<file path="src/rtl/bitscan_pkg.sv">
`default_nettype none
// ----------------------------------------------------------------------------
// bitscan_pkg : shared types, defaults and popcount helper for bitscan_encoder
// Revision    : 1.0
// ----------------------------------------------------------------------------
package bitscan_pkg;

    typedef enum logic [1:0] {
        IDLE = 2'd0,
        SCAN = 2'd1,
        ZERO = 2'd2
    } bitscan_state_t;

    localparam int c_DEFAULT_WIDTH = 32;
    localparam int c_DEFAULT_IDX_W = $clog2(c_DEFAULT_WIDTH);

    // Popcount operates on a fixed wide vector; callers zero-extend and the
    // unused upper terms are constant-folded away.
    localparam int c_POP_MAX_W = 1024;
    localparam int c_POP_CNT_W = $clog2(c_POP_MAX_W) + 1;

    function automatic logic [c_POP_CNT_W-1:0] popcount(input logic [c_POP_MAX_W-1:0] vec);
        logic [c_POP_CNT_W-1:0] cnt;
        cnt = '0;
        for (int i = 0; i < c_POP_MAX_W; i++) begin
            cnt = cnt + c_POP_CNT_W'(vec[i]);
        end
        return cnt;
    endfunction

endpackage : bitscan_pkg
`default_nettype wire

</file>
<file path="src/rtl/bitscan_encoder_lsb_prio_enc.sv">
`default_nettype none
// ----------------------------------------------------------------------------
// lsb_prio_enc : combinational lowest-set-bit encoder with any/one-hot flags
// Revision     : 1.0
// ----------------------------------------------------------------------------
module lsb_prio_enc #(
    parameter int WIDTH = 32,
    parameter int IDX_W = $clog2(WIDTH)
) (
    input  logic [WIDTH-1:0] i_vec,
    output logic [IDX_W-1:0] o_idx,
    output logic             o_any,
    output logic             o_one
);

    logic [WIDTH-1:0] w_low_cleared;

    always_comb begin
        o_idx = '0;
        // Scan downward so the lowest set bit is the final assignment.
        for (int i = WIDTH - 1; i >= 0; i--) begin
            if (i_vec[i]) begin
                o_idx = IDX_W'(i);
            end
        end
    end

    assign w_low_cleared = i_vec & (i_vec - WIDTH'(1));
    assign o_any         = |i_vec;
    assign o_one         = o_any && (w_low_cleared == '0);

endmodule : lsb_prio_enc
`default_nettype wire

</file>
<file path="src/rtl/bitscan_encoder.sv">
`default_nettype none
// ----------------------------------------------------------------------------
// bitscan_encoder : serialises a multi-hot vector into set-bit indices, LSB first
// Revision        : 1.0
// ----------------------------------------------------------------------------
module bitscan_encoder
    import bitscan_pkg::*;
#(
    parameter int WIDTH = c_DEFAULT_WIDTH,
    parameter int IDX_W = $clog2(WIDTH)
) (
    input  logic             clk,
    input  logic             reset_n,
    input  logic             in_valid,
    output logic             in_ready,
    input  logic [WIDTH-1:0] in_data,
    output logic             out_valid,
    input  logic             out_ready,
    output logic [IDX_W-1:0] out_idx,
    output logic             out_last,
    output logic             out_zero,
    output logic [IDX_W:0]   out_cnt
);

    bitscan_state_t         r_state;
    bitscan_state_t         w_state_next;
    logic [WIDTH-1:0]       r_pending;
    logic [IDX_W:0]         r_cnt;

    logic [IDX_W-1:0]       w_idx;
    logic                   w_any;
    logic                   w_one;
    logic                   w_load;
    logic                   w_pop;
    logic [c_POP_MAX_W-1:0] w_pop_vec;
    logic [IDX_W:0]         w_popcnt;

    lsb_prio_enc #(
        .WIDTH (WIDTH),
        .IDX_W (IDX_W)
    ) u_lsb_prio_enc (
        .i_vec (r_pending),
        .o_idx (w_idx),
        .o_any (w_any),
        .o_one (w_one)
    );

    always_comb begin
        w_pop_vec              = '0;
        w_pop_vec[WIDTH-1:0]   = in_data;
    end

    assign w_popcnt = (IDX_W + 1)'(popcount(w_pop_vec));

    always_comb begin
        w_state_next = r_state;
        in_ready     = 1'b0;
        out_valid    = 1'b0;
        out_idx      = '0;
        out_last     = 1'b0;
        out_zero     = 1'b0;
        w_load       = 1'b0;
        w_pop        = 1'b0;
        case (r_state)
            IDLE: begin
                in_ready = 1'b1;
                if (in_valid) begin
                    w_load       = 1'b1;
                    w_state_next = (in_data != '0) ? SCAN : ZERO;
                end
            end
            SCAN: begin
                out_valid = w_any;
                out_idx   = w_idx;
                out_last  = w_one;
                if (out_ready) begin
                    w_pop = 1'b1;
                    if (w_one) begin
                        w_state_next = IDLE;
                    end
                end
            end
            ZERO: begin
                out_valid = 1'b1;
                out_last  = 1'b1;
                out_zero  = 1'b1;
                if (out_ready) begin
                    w_state_next = IDLE;
                end
            end
            default: begin
                w_state_next = IDLE;
            end
        endcase
    end

    always_ff @(posedge clk or negedge reset_n) begin
        if (!reset_n) begin
            r_state   <= IDLE;
            r_pending <= '0;
            r_cnt     <= '0;
        end else begin
            r_state <= w_state_next;
            if (w_load) begin
                r_pending <= in_data;
                r_cnt     <= w_popcnt;
            end else if (w_pop) begin
                r_pending <= r_pending & (r_pending - WIDTH'(1));
            end
        end
    end

    assign out_cnt = r_cnt;

endmodule : bitscan_encoder
`default_nettype wire

</file>
<file path="config.mk">
export PLATFORM = sky130hd
export DESIGN_NAME = bitscan_encoder
export DESIGN_NICKNAME = d
export VERILOG_FILES = /design/src/rtl/bitscan_pkg.sv /design/src/rtl/bitscan_encoder_lsb_prio_enc.sv /design/src/rtl/bitscan_encoder.sv
export SDC_FILE = /design/constraint.sdc
export NUM_CORES = 1
export LEC_CHECK = 0
export BUFFER_PORTS_ARGS = -buffer_cell sky130_fd_sc_hd__buf_2
export CORE_MARGIN = 4
export CORE_UTILIZATION = 50
export DETAILED_ROUTE_END_ITERATION = 6
export GPL_ROUTABILITY_DRIVEN = 0
export PLACE_DENSITY = 0.71
export SYNTH_ARGS = -nofsm -noshare
export SYNTH_HDL_FRONTEND = slang
export SYNTH_SLANG_ARGS = --single-unit
</file>
<file path="constraint.sdc">
create_clock -name clk -period 5.8 [get_ports clk]
set_clock_uncertainty 0.15 [all_clocks]
set_input_delay 1.45 -clock clk [delete_from_list [all_inputs] [get_ports clk]]
set_output_delay 1.45 -clock clk [all_outputs]
set_load 0.05 [all_outputs]
</file>
# Word level (Yosys, flattened, before mapping)
# Index checks and enable logic that the tools add are counted.
[totals]
output_inout_bits = 15
reg_bits = 40
[op_classes]
bitwise = 1
add_sub_neg = 32
eq_ne = 6
n_reduce_logical = 7
mux = 49
[op_table]
columns = ["op", "n"]
rows = [
  ["2-to-1 mux 5 bit", 33],
  ["adder 6 x 1 -> 6 bit", 26],
  ["2-to-1 mux 32 bit", 2],
  ["AND 32 bit", 1],
  ["logical NOT 32 bit", 1],
  ["nonzero test 32 bit", 1],
  ["OR reduction 32 bit", 1],
  ["subtractor 32 x 1 -> 32 bit (second input constant)", 1],
  ["2-to-1 mux 2 bit", 5],
  ["inequality test 2 bit (second input constant)", 4],
  ["adder 5 x 1 -> 6 bit", 1],
  ["2-to-1 mux 1 bit", 6],
  ["one-hot mux 2 bit (3 select lines)", 1],
  ["adder 4 x 1 -> 5 bit", 1],
  ["adder 3 x 1 -> 4 bit", 1],
  ["one-hot mux 1 bit (2 select lines)", 2],
  ["AND reduction 4 bit", 1],
  ["adder 2 x 1 -> 3 bit", 1],
  ["adder 1 x 1 -> 2 bit", 1],
  ["equality test 2 x 1 -> 1 bit (second input constant)", 1],
  ["equality test 2 bit (second input constant)", 1],
  ["logical NOT 2 bit", 1],
  ["nonzero test 2 bit", 1],
  ["logical AND 1 bit", 1],
]

# Longest topological paths before layout
# Gate-level depths: netlist of run 1.
[depth]
word_depth = 33
ltp_mapped = 18
depth_no_buf = 18

# Modules after synthesis
# From an unflattened synthesis of run 1, not the netlist that was laid out.
[hier_totals]
hier_cells = 406
hier_area_um2 = 3593.4
[modules_own_cells]
columns = ["mod", "cells_each", "area_per_inst_um2", "n_inst"]
rows = [
  ["bitscan_encoder", 292, 2879.0, 1],
  ["lsb_prio_enc", 114, 714.4, 1],
]

# Worst setup path before layout of run 1
# No wires, ideal clock.
[synth_timing]
path_type = "input-to-reg"
startpoint = "in in_data[17]"
endpoint = "reg r_cnt[4], in the netlist out_cnt[4]"
arrival_time_ns = 5.537
path_stages = 18
setup_time_ns = 0.083
required_ns = 5.567
setup_slack_ns = 0.031
n_path_buf = 0
path_cell_list = "fa_1 > inv_1 > fa_1 > inv_1 > fa_1 > inv_1 > fa_1 > fa_1 > fa_1 > inv_1 > ha_1 > inv_1 > fa_1 > inv_1 > a21o_1 > a21oi_1 > xor2_1 > o21ai_0"
[synth_via]
elab_chain_cells = 15
[synth_lines]
columns = ["item", "line_no", "rtl"]
rows = [
  ["start: declaration", "bitscan_encoder.sv:16", "input logic [WIDTH-1:0] in_data,"],
  ["adder 6 x 1 -> 6 bit (15 in series)", "bitscan_pkg.sv:26", "cnt = cnt + c_POP_CNT_W'(vec[i]);"],
  ["end signal: assignment", "bitscan_encoder.sv:106", "r_cnt <= w_popcnt;"],
  ["end: declaration", "bitscan_encoder.sv:28", "logic [IDX_W:0] r_cnt;"],
]
# No other way between the ends.
# A chain may end at the register's enable or synchronous reset.

# Final worst setup path of run 1
[layout_timing]
startpoint = "in in_data[0]"
endpoint = "reg r_cnt[4], in the netlist out_cnt[4]"
[layout_via]
elab_chain_cells = 31
[layout_lines]
columns = ["item", "line_no"]
rows = [
  ["adder 1 x 1 -> 2 bit", "bitscan_pkg.sv:26"],
  ["adder 2 x 1 -> 3 bit", "bitscan_pkg.sv:26"],
  ["adder 3 x 1 -> 4 bit", "bitscan_pkg.sv:26"],
  ["adder 4 x 1 -> 5 bit", "bitscan_pkg.sv:26"],
  ["adder 5 x 1 -> 6 bit", "bitscan_pkg.sv:26"],
  ["adder 6 x 1 -> 6 bit (26 in series)", "bitscan_pkg.sv:26"],
]
# No other way between the ends.

==> out/results.tsv, run 1 <==
stage	metric	value	unit
routing	vias	3129	
grt	first-pass GRT wire length	14700	um
pwr	leakage	0.00174	uW
worst_setup_path	slowest CP cell	fa_1	
place	dpl cells	516	
worst_setup_path	Crit path depth	17	
timing	crit path time final	5.65	ns
logic_synthesis	Synth cell types	51	
floorplanning	row count	29	
finish	Area growth, synth to finish	14.5	%
worst_setup_path	critical path buffer and inverter count	5	
finish	share of cells above drive strength 1	21.3	%
routing	wire per inst	17.0	um
timing	final setup vio count	0	
cts	CTS sink cnt	40	
timing	worst-margin pin slew	1.03	ns
worst_setup_path	CP Cell Sequence	buf_2 > fa_1 > inv_1 > fa_1 > fa_1 > fa_1 > fa_1 > fa_1 > inv_1 > ha_2 > inv_2 > fa_2 > inv_2 > a21o_1 > a21oi_2 > xor2_1 > o21ai_1	
logic_synthesis	syn avg cell area	8.51	um^2
worst_setup_path	Reg2Reg Depth	8	
floorplanning	Starting Density	52.4	%
floorplanning	DIE AREA	0.00810	mm^2
pwr	worst vdd ir	647	uV
cts	CTS buffer count	5	
cts	H-Tree Depth	2	
grt	pin count of the biggest net entering global routing	50	
worst_setup_path	worst path required time	5.81	ns
routing	drt total wl	8900	um
hold_path	Hold Path Cell Cnt	2	
timing	slew margin rel.	31.4	%
grt	vias in the first global route	2988	
finish	Layout Utilization	60.0	%
finish	register area	0.00100	mm^2
logic_synthesis	Yosys Warn Count	0	
floorplanning	I/O Pins	51	
finish	NumNets Final	517	
finish	Fillers	586	
hold_path	Hold WC Path Type	reg2reg	
finish	multi-input logic area	0.00212	mm^2
timing	max-slew violation count	0	
worst_setup_path	Most common cell on crit path	fa_1	
outcome	status	complete, no violations	
logic_synthesis	post-synthesis sequential area ratio	29.8	%
routing	DR iter-0 viols	266	
timing	RSZ-0062 raised after global routing	yes	
cts	hold-fix buffer count after cts	0	
worst_setup_path	CP arrival	5.66	ns
cts	CTS tree	done	
timing	fmax	177	MHz
grt	aggregate global routing overflow	0	
cts	number of post-CTS setup repair buffers	0	
grt	Global Route Usage Sum	22.1	%
logic_synthesis	area share of the largest cell type after synthesis	29.8	%
logic_synthesis	largest cells by area after synthesis	dfrtp_1 30%, fa_1 14%, o21ai_0 6.1%	
worst_setup_path	CP delay by family, top	adder cells	
timing	Worst Slack Setup Final	0.153	ns
floorplanning	die height	90.0	um
routing	Post-DRT Antenna Nets	0	
logic_synthesis	Yosys reg bits	40	
grt	initial antenna violation count	0	
floorplanning	die width	90.0	um
timing	setup TNS	0	ns
worst_setup_path	CP endpoint kind	flip-flop	
routing	Via density	5.98	
cts	clock root buffer	clkbuf_8	
place	Post-DP HPWL	7060	um
pwr	Tot Pwr	2210	uW
cts	post_cts resized	0	
logic_synthesis	leading area contributor after synthesis	dfrtp_1	
worst_setup_path	crit-path max cell delay	0.55	ns
logic_synthesis	post-synthesis cell count	395	
worst_setup_path	Setup CP Type	in2reg	
worst_setup_path	Worst Path Max Fanout	2	
timing	fin crit share	97.4	%
cts	clk buf depth	2	
routing	DR DRC count	0	
finish	Antenna diodes	0	
cts	clk_lat worst skew	0.29	ns
logic_synthesis	Post-Syn Area	0.00336	mm^2
cts	Worst-path clk slew	0.08	ns
finish	non-filler instance count after layout	523	
routing	drt first pass iters	5	
run	Max Cap Viol	0	
worst_setup_path	Startpoint Class	input pin	
pwr	PD cells	574	mW/mm^2
logic_synthesis	syn_nets	466	
floorplanning	core area	0.00642	mm^2
place	PortBufs	50	
place	Place WS	-0.267	ns
timing	Final Hold Fails	0	
[routing by layer]
metal | part of all wire [%] | GRT usage, %
met1 | 46 | 31.7
met2 | 46 | 33.9
met3 | 5.7 | 3.42
met4 | 2.7 | 8.29
met5 | 0 | 0
[cells in the mapped netlist (all sizes together)]
library cell / number
buf: 3
o31ai: 7
nand4b: 1
and2: 4
a32o: 1
o21ai: 42
o22a: 1
o211ai: 7
nor2b: 4
o41ai: 4
a41o: 2
a21o: 3
o21bai: 3
o2bb2ai: 1
ha: 11
o2111a: 1
maj3: 2
o221a: 1
nand3: 21
a311oi: 1
nand4: 3
a32oi: 1
inv: 43
nor4b: 1
xor2: 3
or2: 2
a211oi: 5
fa: 24
o2111ai: 1
or3: 7
nand2: 48
nor2: 21
nor4: 15
clkbuf: 22
or4: 3
o311ai: 5
o22ai: 1
a2111oi: 3
nand2b: 1
o31a: 1
a21oi: 14
nor3: 9
o21a: 1
a31oi: 1
dfrtp: 40
[placed cells by master, fill, tap and decap left out, drive strengths merged, types with 4 or more instances in the layout]
master	n
a211oi	5
a21oi	14
and2	4
buf	69
clkbuf	5
dfrtp	40
fa	24
ha	11
inv	43
nand2	48
nand3	21
nor2	21
nor2b	4
nor3	9
nor4	15
o211ai	7
o21ai	42
o311ai	5
o31ai	7
o41ai	4
or3	7
[report_power, final]
part           switching, uW  total (uW)  internal, uW
Sequential               250         656           405
Clock                   99.5         181          81.6
Combinational            794        1370           579
Total                   1140        2210          1070
[metrics by stage]
stage / hold slack (ns) / area, um^2
after floorplan: 0.331 / 3360
after global placement: 0.306 / 3750
after detailed placement: 0.316 / 3750
after CTS: 0.334 / 3840
after global routing: 0.362 / 3850
final: 0.332 / 3850
[path summary, 6_finish.rpt]
path	from	to	slack, ns
max	in_data[0]	out_cnt[4]	0.15
min	out_cnt[2]	out_cnt[2]	0.33
max reg2reg	r_pending[12]	r_state[0]	2.56
min reg2reg	out_cnt[2]	out_cnt[2]	0.33
max in group asynchronous	reset_n	r_pending[27]	3.81
min in group asynchronous	reset_n	out_cnt[3]	1.12
[cell type report]
| type | count | area share, % |
|---|---|---|
| Sequential cell | 40 | 26.0 |
| Clock buffer | 5 | 1.79 |
| Multi-Input combinational cell | 287 | 54.9 |
| Tap cell | 77 | 2.50 |
| Inverter | 43 | 4.19 |
| Clock inverter | 2 | 0.325 |
| Timing Repair Buffer | 69 | 10.3 |
[tightest hold or removal path: stages (launching register included)]
cell	delay (ns)
dfrtp_1	0.35
nand2_1	0.04
o21ai_0	0.06
[sequential cells by signal, summed over array words and instances, names as in the netlist]
| signal | count |
|---|---|
| r_pending | 32 |
| out_cnt | 6 |
| r_state | 2 |
[kinds of logic (layout without fill, tap and decap cells)]
kind of cell / count (synthesis) / in the layout / synth area share (%)
AO/OA/AOI/OAI: 107 / 107 / 21.5
XOR/XNOR: 3 / 3 / 0.781
adder cells (fa/ha/maj): 37 / 37 / 19.0
buffers and inverters: 68 / 119 / 7.70
flip-flops: 40 / 40 / 29.8
AND/OR/NAND/NOR: 140 / 140 / 21.3
No activity file was read; power rests on OpenSTA's default activity.
==> run 2, diff against run 1 <==
- ABC_AREA: not set -> 1
- CORE_MARGIN: 4 -> 2
- CORE_UTILIZATION: 50 -> 30
- PLACE_DENSITY: 0.71 -> not set
==> out/results.tsv, run 2 <==
stage	metric	value	unit
worst_setup_path	Worst Path Max Fanout	2	
pwr	Comb pwr share	66.9	%
place	PortBufs	50	
logic_synthesis	Post-synth top cells	106 x nand2_1, 98 x inv_1, 42 x nor2_1, 40 x dfrtp_1, 28 x o21ai_0	
floorplanning	row count	39	
worst_setup_path	Most common cell on crit path	fa_1	
timing	slew margin rel.	35.8	%
cts	CTS tree	done	
routing	DR DRC count	0	
pwr	P_int	1200	uW
finish	NumNets Final	596	
cts	hold-fix buffer count after cts	0	
worst_setup_path	critical path buffer and inverter count	5	
finish	Antenna diodes	0	
floorplanning	die height	111	um
logic_synthesis	Async S/R FF share, synth	100	%
finish	Reg with most FFs	r_pending	
routing	wire per inst	15.1	um
cts	Worst-path clk slew	0.06	ns
worst_setup_path	Startpoint Class	input pin	
floorplanning	DIE AREA	0.0123	mm^2
worst_setup_path	CP arrival	5.69	ns
timing	fin crit share	97.7	%
finish	fin area	0.00411	mm^2
logic_synthesis	syn_nets	531	
cts	clock root buffer	clkbuf_16	
finish	share of cells above drive strength 1	18.7	%
logic_synthesis	Synth cell types	40	
finish	most common cell after layout, fill and taps aside	nand2_1	
pwr	Tot Pwr	2480	uW
floorplanning	core area	0.0113	mm^2
grt	aggregate global routing overflow	0	
logic_synthesis	syn avg cell area	7.48	um^2
timing	fmax	177	MHz
place	Place WS	-0.255	ns
floorplanning	Starting Density	30.4	%
routing	Via density	5.00	
worst_setup_path	CP delay by family, top	adder cells	
cts	clk buf depth	2	
grt	vias in the first global route	3334	
place	Post-DP HPWL	8030	um
timing	final setup vio count	0	
pwr	part of the power in registers	22.5	%
cts	clk_lat worst skew	0.28	ns
cts	CTS sink cnt	40	
pwr	Sw Share	51.7	%
cts	H-Tree Depth	2	
outcome	status	complete, no violations	
pwr	worst vdd ir	392	uV
routing	DR iter-0 viols	273	
timing	setup TNS	0	ns
worst_setup_path	slowest CP cell	fa_1	
logic_synthesis	Yosys Warn Count	0	
logic_synthesis	Yosys reg bits	40	
grt	Global Route Usage Sum	16.8	%
pwr	PD cells	604	mW/mm^2
timing	worst-margin pin slew	0.963	ns
routing	drt total wl	10000	um
timing	Worst Slack Setup Final	0.135	ns
logic_synthesis	largest cells by area after synthesis	dfrtp_1 29%, fa_1 14%, nand2_1 12%	
finish	max reg flops	32	
floorplanning	die width	111	um
routing	vias	3327	
grt	pin count of the biggest net entering global routing	53	
worst_setup_path	CP endpoint kind	flip-flop	
finish	most frequent cells in the layout	104 x nand2_1, 95 x inv_1, 50 x buf_2	
grt	first-pass GRT wire length	16700	um
worst_setup_path	crit-path max cell delay	0.58	ns
worst_setup_path	CP Cell Sequence	buf_2 > fa_1 > inv_1 > fa_1 > inv_1 > fa_1 > fa_1 > fa_1 > fa_1 > inv_1 > fa_2 > inv_2 > nand2_2 > nand2_2 > a21oi_2 > xnor2_1 > nand2_1 > nand2_1	
logic_synthesis	most frequent cell after synthesis	nand2_1	
cts	CTS buffer count	5	
pwr	Clock power frac	10.5	%
worst_setup_path	worst path required time	5.82	ns
logic_synthesis	number of flops mapped to enable cells by yosys	0	
timing	max-slew violation count	0	
logic_synthesis	Synth Flop Type	dfrtp_1	
worst_setup_path	Setup CP Type	in2reg	
routing	Post-DRT Antenna Nets	0	
routing	drt first pass iters	5	
logic_synthesis	post-synthesis sequential area ratio	29.1	%
place	Area after DPL	0.00396	mm^2
timing	Final Hold Fails	0	
logic_synthesis	post-synthesis cell count	460	
run	Max Cap Viol	0	
logic_synthesis	area share of the largest cell type after synthesis	29.1	%
timing	RSZ-0062 raised after global routing	yes	
grt	initial antenna violation count	0	
pwr	leakage	0.00212	uW
pwr	switching power	1280	uW
floorplanning	I/O Pins	51	
logic_synthesis	Post-Syn Area	0.00344	mm^2
timing	crit path time final	5.66	ns
logic_synthesis	leading area contributor after synthesis	dfrtp_1	
hold_path	Hold WC Path Type	reg2reg	
finish	Area growth, synth to finish	19.4	%
==> run 2: logic make-up (layout without fill, tap and decap cells) <==
family                     count (synthesis)  in the layout  share of synthesized area (%)
AOI/OAI and AO/OA                         88             88                           16.6
and+or+nand+nor                          182            182                           23.5
DFF                                       40             40                           29.1
adders and majority gates                 35             35                           18.0
xor gates and xnor gates                   2              2                          0.509
buffers and inverters                    113            176                           12.3
==> run 2: stage by stage <==
stage | cells | hold WS [ns] | util (%)
finish | 666 | 0.325 | 36.3
global placement | 660 | 0.315 | 34.9
detailed placement | 660 | 0.316 | 34.9
global route | 666 | 0.375 | 36.3
CTS | 665 | 0.332 | 36.0
floorplan | 460 | 0.334 | -
==> run 2: worst register-to-register path: stages, from the launching register on <==
cell and delay [ns]:
dfrtp_1 0.41, nor2_1 0.24, nand2_1 0.23, nor2_8 0.19, nand2_4 0.08, nor2_4 0.11
nand2_2 0.09, nor3_4 0.18, nand3_2 0.14, nor2_4 0.14, inv_2 0.06, nand2_2 0.06
nand4_1 0.11, nor4_1 0.38, nand4_1 0.21, nand2_1 0.12, nand3_2 0.10, nand2_1 0.07
o21ai_1 0.06
==> run 2: metal layers <==
layer / GRT usage (%) / wire (um)
met4: 4.36 / 165
met5: 0 / 0
met3: 2.62 / 606
met2: 26.7 / 4630
met1: 24.0 / 4630
==> run 2: timing repair <==
item,in CTS,in global routing
resized for setup,0,10
buffers inserted,0,1
setup endpoints to repair,0,4
==> run 2: power by group through the flow <==
| stage | Sequential [uW] | Combinational (uW) | Clock [uW] |
|---|---|---|---|
| floorplan | 591 | 1100 | 0 |
| global placement | 554 | 1530 | 0 |
| detailed placement | 559 | 1560 | 0 |
| CTS | 557 | 1570 | 266 |
| global route | 581 | 1880 | 279 |
| finish | 559 | 1660 | 261 |
==> run 2: path summary, 6_finish.rpt <==
kind,from,end,slack [ns],cells after the start
worst min-delay path,out_cnt[5],out_cnt[5],0.32,2
worst max-delay path,in_data[0],out_cnt[4],0.14,18
max in group asynchronous,reset_n,r_pending[22],3.73,1
min in group asynchronous,reset_n,r_pending[1],1.17,1
worst max register to register,r_pending[5],r_state[1],2.55,18
worst min register to register,out_cnt[5],out_cnt[5],0.32,2
==> run 2: area by class of cell <==
class	instances	area [um^2]
Timing Repair Buffer	67	378
Multi-Input combinational cell	307	2030
Tap cell	143	179
Fill cell	1221	7210
Clock buffer	5	125
Sequential cell	40	1000
Inverter	104	390
